==> src/rtl/control_unit.sv <==
// control_unit: multicycle sequencer for the cpu datapath. It accepts one
// instruction per handshake and supports ld, sd, addi, add, sub, and, or.
module control_unit #(
  parameter int WORDSIZE = 64,
  parameter int CNTSIZE  = 16
) (
  input  logic                cu_clk,
  input  logic                cu_reset,
  input  logic [31:0]         cu_instr,
  input  logic                cu_instr_valid,
  output logic                cu_instr_ready,
  output logic [4:0]          cu_rf_addr_a,
  output logic [4:0]          cu_rf_addr_b,
  output logic [4:0]          cu_rf_write_addr,
  output logic                cu_rf_write_en,
  output logic [WORDSIZE-1:0] cu_immediate,
  output logic                cu_mux_0_sel,
  output logic                cu_mux_1_sel,
  output logic                cu_mux_2_sel,
  output logic [2:0]          cu_alu_operation,
  output logic                cu_dm_write_en,
  output logic                cu_done,
  output logic                cu_error,
  output logic [CNTSIZE-1:0]  cu_retired
);

  typedef enum logic [2:0] {IDLE, DECODE, EXEC, MEM, WB, ERR} state_e;
  typedef enum logic [1:0] {KIND_ILLEGAL, KIND_LOAD, KIND_STORE, KIND_ALU} kind_e;

  localparam logic [2:0] ALU_ADD = 3'b000;
  localparam logic [2:0] ALU_SUB = 3'b001;
  localparam logic [2:0] ALU_AND = 3'b010;
  localparam logic [2:0] ALU_OR  = 3'b011;

  localparam logic [6:0] OP_LOAD  = 7'b0000011;
  localparam logic [6:0] OP_STORE = 7'b0100011;
  localparam logic [6:0] OP_IMM   = 7'b0010011;
  localparam logic [6:0] OP_REG   = 7'b0110011;

  state_e state_q, state_d;
  kind_e  kind_q;

  logic [4:0]          addrA_q, addrB_q, wAddr_q;
  logic [WORDSIZE-1:0] imm_q;
  logic                mux0_q, mux1_q, mux2_q;
  logic [2:0]          alu_q;
  logic                error_q;
  logic [CNTSIZE-1:0]  retired_q;
  logic                live_q;

  kind_e               decKind;
  logic [4:0]          decAddrA, decAddrB, decWAddr;
  logic [WORDSIZE-1:0] decImm;
  logic                decMux0, decMux1, decMux2;
  logic [2:0]          decAlu;

  logic [6:0]          opcode;
  logic [2:0]          funct3;
  logic [6:0]          funct7;
  logic [WORDSIZE-1:0] immI, immS;

  logic accept;
  logic rfWe, dmWe, done;

  assign opcode = cu_instr[6:0];
  assign funct3 = cu_instr[14:12];
  assign funct7 = cu_instr[31:25];
  assign immI   = {{(WORDSIZE-12){cu_instr[31]}}, cu_instr[31:20]};
  assign immS   = {{(WORDSIZE-12){cu_instr[31]}}, cu_instr[31:25], cu_instr[11:7]};

  // live_q holds ready low for the cycle spent in reset and releases it on the first edge after.
  assign cu_instr_ready = (state_q == IDLE) && live_q;
  assign accept         = cu_instr_valid && cu_instr_ready;

  // Decode straight from the incoming word so the selects are already valid in DECODE.
  always_comb begin
    decKind  = KIND_ILLEGAL;
    decAddrA = 5'd0;
    decAddrB = 5'd0;
    decWAddr = 5'd0;
    decImm   = '0;
    decMux0  = 1'b0;
    decMux1  = 1'b0;
    decMux2  = 1'b0;
    decAlu   = ALU_ADD;
    case (opcode)
      OP_LOAD: begin
        if (funct3 == 3'b011) begin
          decKind  = KIND_LOAD;
          decAddrA = cu_instr[19:15];
          decAddrB = cu_instr[24:20];
          decWAddr = cu_instr[11:7];
          decImm   = immI;
          decMux2  = 1'b1;
        end
      end
      OP_STORE: begin
        if (funct3 == 3'b011) begin
          decKind  = KIND_STORE;
          decAddrA = cu_instr[24:20];
          decAddrB = cu_instr[19:15];
          decImm   = immS;
          decMux0  = 1'b1;
        end
      end
      OP_IMM: begin
        if (funct3 == 3'b000) begin
          decKind  = KIND_ALU;
          decAddrA = cu_instr[19:15];
          decAddrB = cu_instr[24:20];
          decWAddr = cu_instr[11:7];
          decImm   = immI;
        end
      end
      OP_REG: begin
        decAddrA = cu_instr[19:15];
        decAddrB = cu_instr[24:20];
        decWAddr = cu_instr[11:7];
        decMux1  = 1'b1;
        if (funct3 == 3'b000 && funct7 == 7'b0000000) begin
          decKind = KIND_ALU;
          decAlu  = ALU_ADD;
        end else if (funct3 == 3'b000 && funct7 == 7'b0100000) begin
          decKind = KIND_ALU;
          decAlu  = ALU_SUB;
        end else if (funct3 == 3'b111 && funct7 == 7'b0000000) begin
          decKind = KIND_ALU;
          decAlu  = ALU_AND;
        end else if (funct3 == 3'b110 && funct7 == 7'b0000000) begin
          decKind = KIND_ALU;
          decAlu  = ALU_OR;
        end
      end
      default: decKind = KIND_ILLEGAL;
    endcase
  end

  always_ff @(posedge cu_clk or posedge cu_reset) begin
    if (cu_reset) begin
      state_q <= IDLE;
    end else begin
      state_q <= state_d;
    end
  end

  always_comb begin
    state_d = state_q;
    case (state_q)
      IDLE: begin
        if (accept) state_d = DECODE;
      end
      DECODE: begin
        if (kind_q == KIND_ILLEGAL)   state_d = ERR;
        else if (kind_q == KIND_LOAD) state_d = MEM;
        else                          state_d = EXEC;
      end
      EXEC:    state_d = IDLE;
      MEM:     state_d = WB;
      WB:      state_d = IDLE;
      ERR:     state_d = IDLE;
      default: state_d = IDLE;
    endcase
  end

  // rd = x0 suppresses the register-file write but the instruction still retires.
  always_comb begin
    rfWe = 1'b0;
    dmWe = 1'b0;
    done = 1'b0;
    case (state_q)
      EXEC: begin
        done = 1'b1;
        if (kind_q == KIND_STORE) dmWe = 1'b1;
        else if (kind_q == KIND_ALU && wAddr_q != 5'd0) rfWe = 1'b1;
      end
      WB: begin
        done = 1'b1;
        if (wAddr_q != 5'd0) rfWe = 1'b1;
      end
      default: begin
        rfWe = 1'b0;
        dmWe = 1'b0;
        done = 1'b0;
      end
    endcase
  end

  always_ff @(posedge cu_clk or posedge cu_reset) begin
    if (cu_reset) begin
      kind_q  <= KIND_ILLEGAL;
      addrA_q <= 5'd0;
      addrB_q <= 5'd0;
      wAddr_q <= 5'd0;
      imm_q   <= '0;
      mux0_q  <= 1'b0;
      mux1_q  <= 1'b0;
      mux2_q  <= 1'b0;
      alu_q   <= ALU_ADD;
    end else if (accept) begin
      kind_q  <= decKind;
      addrA_q <= decAddrA;
      addrB_q <= decAddrB;
      wAddr_q <= decWAddr;
      imm_q   <= decImm;
      mux0_q  <= decMux0;
      mux1_q  <= decMux1;
      mux2_q  <= decMux2;
      alu_q   <= decAlu;
    end
  end

  always_ff @(posedge cu_clk or posedge cu_reset) begin
    if (cu_reset) begin
      live_q    <= 1'b0;
      error_q   <= 1'b0;
      retired_q <= '0;
    end else begin
      live_q <= 1'b1;
      if (state_q == ERR) error_q <= 1'b1;
      if (done) retired_q <= retired_q + {{(CNTSIZE-1){1'b0}}, 1'b1};
    end
  end

  assign cu_rf_addr_a     = addrA_q;
  assign cu_rf_addr_b     = addrB_q;
  assign cu_rf_write_addr = wAddr_q;
  assign cu_immediate     = imm_q;
  assign cu_mux_0_sel     = mux0_q;
  assign cu_mux_1_sel     = mux1_q;
  assign cu_mux_2_sel     = mux2_q;
  assign cu_alu_operation = alu_q;
  assign cu_rf_write_en   = rfWe;
  assign cu_dm_write_en   = dmWe;
  assign cu_done          = done;
  assign cu_error         = error_q;
  assign cu_retired       = retired_q;

endmodule

==> config.mk <==
export PLATFORM = sky130hd
export DESIGN_NAME = control_unit
export DESIGN_NICKNAME = d
export VERILOG_FILES = /design/src/rtl/control_unit.sv
export SDC_FILE = /design/constraint.sdc
export NUM_CORES = 1
export LEC_CHECK = 0
export BUFFER_PORTS_ARGS = -buffer_cell sky130_fd_sc_hd__buf_2
export CORE_ASPECT_RATIO = 0.8
export CORE_MARGIN = 1.5
export CORE_UTILIZATION = 40
export CTS_CLUSTER_DIAMETER = 60
export DETAILED_ROUTE_END_ITERATION = 8
export PLACE_DENSITY = 0.68
export SKIP_LAST_GASP = 1
export SYNTH_ARGS = -nofsm -noshare
export SYNTH_HDL_FRONTEND = slang
export SYNTH_SLANG_ARGS = --single-unit
==> constraint.sdc <==
create_clock -name cu_clk -period 4.95 [get_ports cu_clk]
set_input_delay 0.7425 -clock cu_clk [delete_from_list [all_inputs] [get_ports cu_clk]]
set_output_delay 0.7425 -clock cu_clk [all_outputs]
set_load 0.005 [all_outputs]
==> impl_metrics.tcl <==
set metrics [dict create \
    status "finished, violations left" \
    violations "design-rule violations" \
    worst-path-buf-inv 1 \
    worstSkewPairLatency_ns 0.31 \
    syn_nets 301 \
    path_class "flop to output port" \
    fin_nets 389 \
    cp_max_fo 3 \
    n_fill_cell 689 \
    cpLargestDelayFamily "simple AND/OR/NAND/NOR gates" \
    clock-root-buffer "clkbuf_8" \
    synth.top_cells.by_area "dfrtp_1 (47%), buf_4 (14%), a22o_1 (7.1%)" \
    critical_path.cell_chain "or4_1 > nor2_1 > nor3_1 > buf_2" \
    drt_pass1_iterations 6 \
    rsz0062_at_grt "false" \
    antenna_found_initial 0 \
    leakagePower_nw 1.98 \
    power_mw 1.03 \
    place_ws_ns 2.65 \
    hold_class "flop to flop" \
    grt.total_usage_pct 16.2 \
    slew_headroom_pct 31.8 \
    cts_tree "done" \
    cellPowerDensity_mw_per_mm2 300 \
    core_area_sq_mm 0.00699 \
    synth_seq_cells 55 \
    syn_area_sq_mm 0.00294 \
    drc 4 \
    die_h_um 79.7 \
    peakVddDrop_mv 0.148 \
    yosysTopAreaCell "dfrtp_1" \
    layout_min_cycle_time_ns 2.37 \
    die_x_um 98.9 \
    synth.top_cell.area_share_pct 46.8 \
    post_cts_resized 0 \
    yosys_warnings 0 \
    drt_iter0_drc 84 \
    switchingPower_uw 305 \
    maxCapViolCount 0 \
    rows 27 \
    internal_power_uw 729 \
    end_kind "output port" \
    most-common-layout-cells "buf_2 (139), dfrtp_1 (55), a22o_1 (24)" \
    numCtsBuffers 5 \
    area_growth_syn_to_layout_pct 17.0 \
    worstMarginPinSlew_ns 1.02 \
    comb_power_share_pct 18.1 \
    clockBufferDepth 2 \
    hold_slack_ns 0.470 \
    grt_pass1_vias 2022 \
    vias 2187 \
    diodes 0 \
    routed_wl_um 6270 \
    clock_power_share_pct 30.7 \
    switching_share_pct 29.5 \
    grt_start_max_net_pins 56 \
    seq_area_frac_synth_pct 46.8 \
    grt_pass1_wl_um 10200 \
    dp.final_hpwl_um 4620 \
    io_pins 141 \
    finalCritPeriodShare_pct 47.9 \
    htreeDepth 2 \
    final_common_cell "buf_2" \
    drtAntennaViolNets 0 \
    dieArea_sq_mm 0.00788 \
    cp_slowest_stage_delay_ns 0.54 \
    fin_ws_ns 2.58 \
    cp.arrival_ns 1.63 \
    p_seq_share_pct 51.2 \
    start_util_pct 42.1 \
    synth-edff-count 0 \
    setup_viol 0 \
    final.setup.tns_ns 0 \
    hold_viol_final 0 \
    finClkSkew_ns 0.0129 \
    drive_gt1_share_pct 46.6 \
    slowest_stage "or4_1" \
    worstSetupStartpointType "flop" \
    fmax_ghz 0.421 \
    async_flop_share_pct 100 \
    vias_per_cell 4.96 \
    avgSynthCellArea_sq_um 11.1 \
    slew_viol_final 0 \
    cts_setup_buffers 0 \
    synth_cell_types 49 \
    overflow 0 \
    port_buffers 139 \
    gp_congestion 0.740 \
    path_clk_slew_ns 0.11 \
    clkSinkCount 55 \
    synthFlopType "dfrtp_1" \
    wl_per_cell_um 14.2 \
    cp.required_ns 4.21 \
    synthCells 265 \
    final_util_pct 49.2 \
    cts_hold_buf 0 \
]
==> Yosys cell counts (2+ instances only) <==
| master | instances |
|---|---|
| xor2_1 | 4 |
| nor4b_4 | 2 |
| o21ai_0 | 5 |
| nand4_1 | 4 |
| buf_2 | 2 |
| buf_4 | 53 |
| and3_1 | 7 |
| nor3_1 | 4 |
| buf_6 | 2 |
| clkbuf_1 | 3 |
| a221o_1 | 9 |
| and4_1 | 2 |
| nor2_1 | 13 |
| a22oi_1 | 3 |
| xnor2_1 | 12 |
| and2_0 | 4 |
| nand3_1 | 5 |
| nand2_1 | 16 |
| or2_2 | 3 |
| conb_1 | 2 |
| nor4_1 | 3 |
| a21oi_1 | 2 |
| a22o_1 | 24 |
| dfrtp_1 | 55 |
| a21o_1 | 2 |
==> worst reg2reg max path, delay by kind of cell (launching register included) <==
kind            cells  cell delay, ns
compound gates      2            0.57
flops               1            0.54
simple gates        2            0.94
==> layout make-up <==
cell class	count	area (sq um)	share of cell area, %
multi-input cells	149	1120	32.6
flip-flops and latches	55	1380	40.0
clock buffers	6	82.6	2.40
repair buffers	141	711	20.6
well taps	87	109	3.16
inverters	1	3.75	0.109
clock inverters	2	38.8	1.13
==> registers in the layout, summed over array words and instances, names as in the netlist, 2 cells and up <==
register and count:
cu_alu_operation 2, cu_rf_addr_a 5, state_q 3, cu_rf_addr_b 5, kind_q 2, cu_rf_write_addr 5
cu_immediate 12, cu_retired 16
==> stage by stage <==
| stage | area [sq um] | cells |
|---|---|---|
| 2_1_floorplan | 2940 | 265 |
| 6_report | 3440 | 441 |
| 3_5_place_dp | 3320 | 433 |
| 3_3_place_gp | 3320 | 433 |
| 4_1_cts | 3440 | 441 |
| 5_1_grt | 3440 | 441 |
==> layer usage <==
metal  track usage (%)  vias to the layer above  wire, um
met5                 0                        -         0
met4              4.14                        0        49
met3              3.59                        7       312
met2              23.2                       68      2760
met1              24.5                     1041      3150
li1                  -                     1071         -
==> final timing paths <==
path / slack (ns) / to / start / cells after the start
max in group asynchronous: 3.90 / cu_immediate[9] / cu_reset / 3
min in group asynchronous: 0.60 / cu_rf_write_addr[2] / cu_reset / 3
setup / recovery: 2.58 / cu_rf_write_en / cu_rf_write_addr[1] / 4
setup reg to reg: 2.78 / kind_q[1] / state_q[0] / 4
hold reg to reg: 0.47 / cu_retired[15] / cu_retired[15] / 1
hold / removal: 0.47 / cu_retired[15] / cu_retired[15] / 1
==> kinds of logic after synthesis <==
logic type,share of synthesized area (%)
AND/OR/NAND/NOR,17.5
other,0.255
adder cells (fa/ha/maj),0.425
flip-flops,46.8
AO/OA/AOI/OAI,14.8
buffers and inverters,15.1
multiplexers,0.383
XOR/XNOR,4.76
==> power by group through the flow <==
stage | clock [mW] | sequential (mW) | combinational, mW
detailed placement | 0 | 0.538 | 0.189
CTS | 0.328 | 0.530 | 0.190
finish | 0.318 | 0.530 | 0.187
global placement | 0 | 0.536 | 0.186
floorplan | 0 | 0.516 | 0.148
global route | 0.344 | 0.537 | 0.209
No activity file was read; power rests on OpenSTA's default activity.
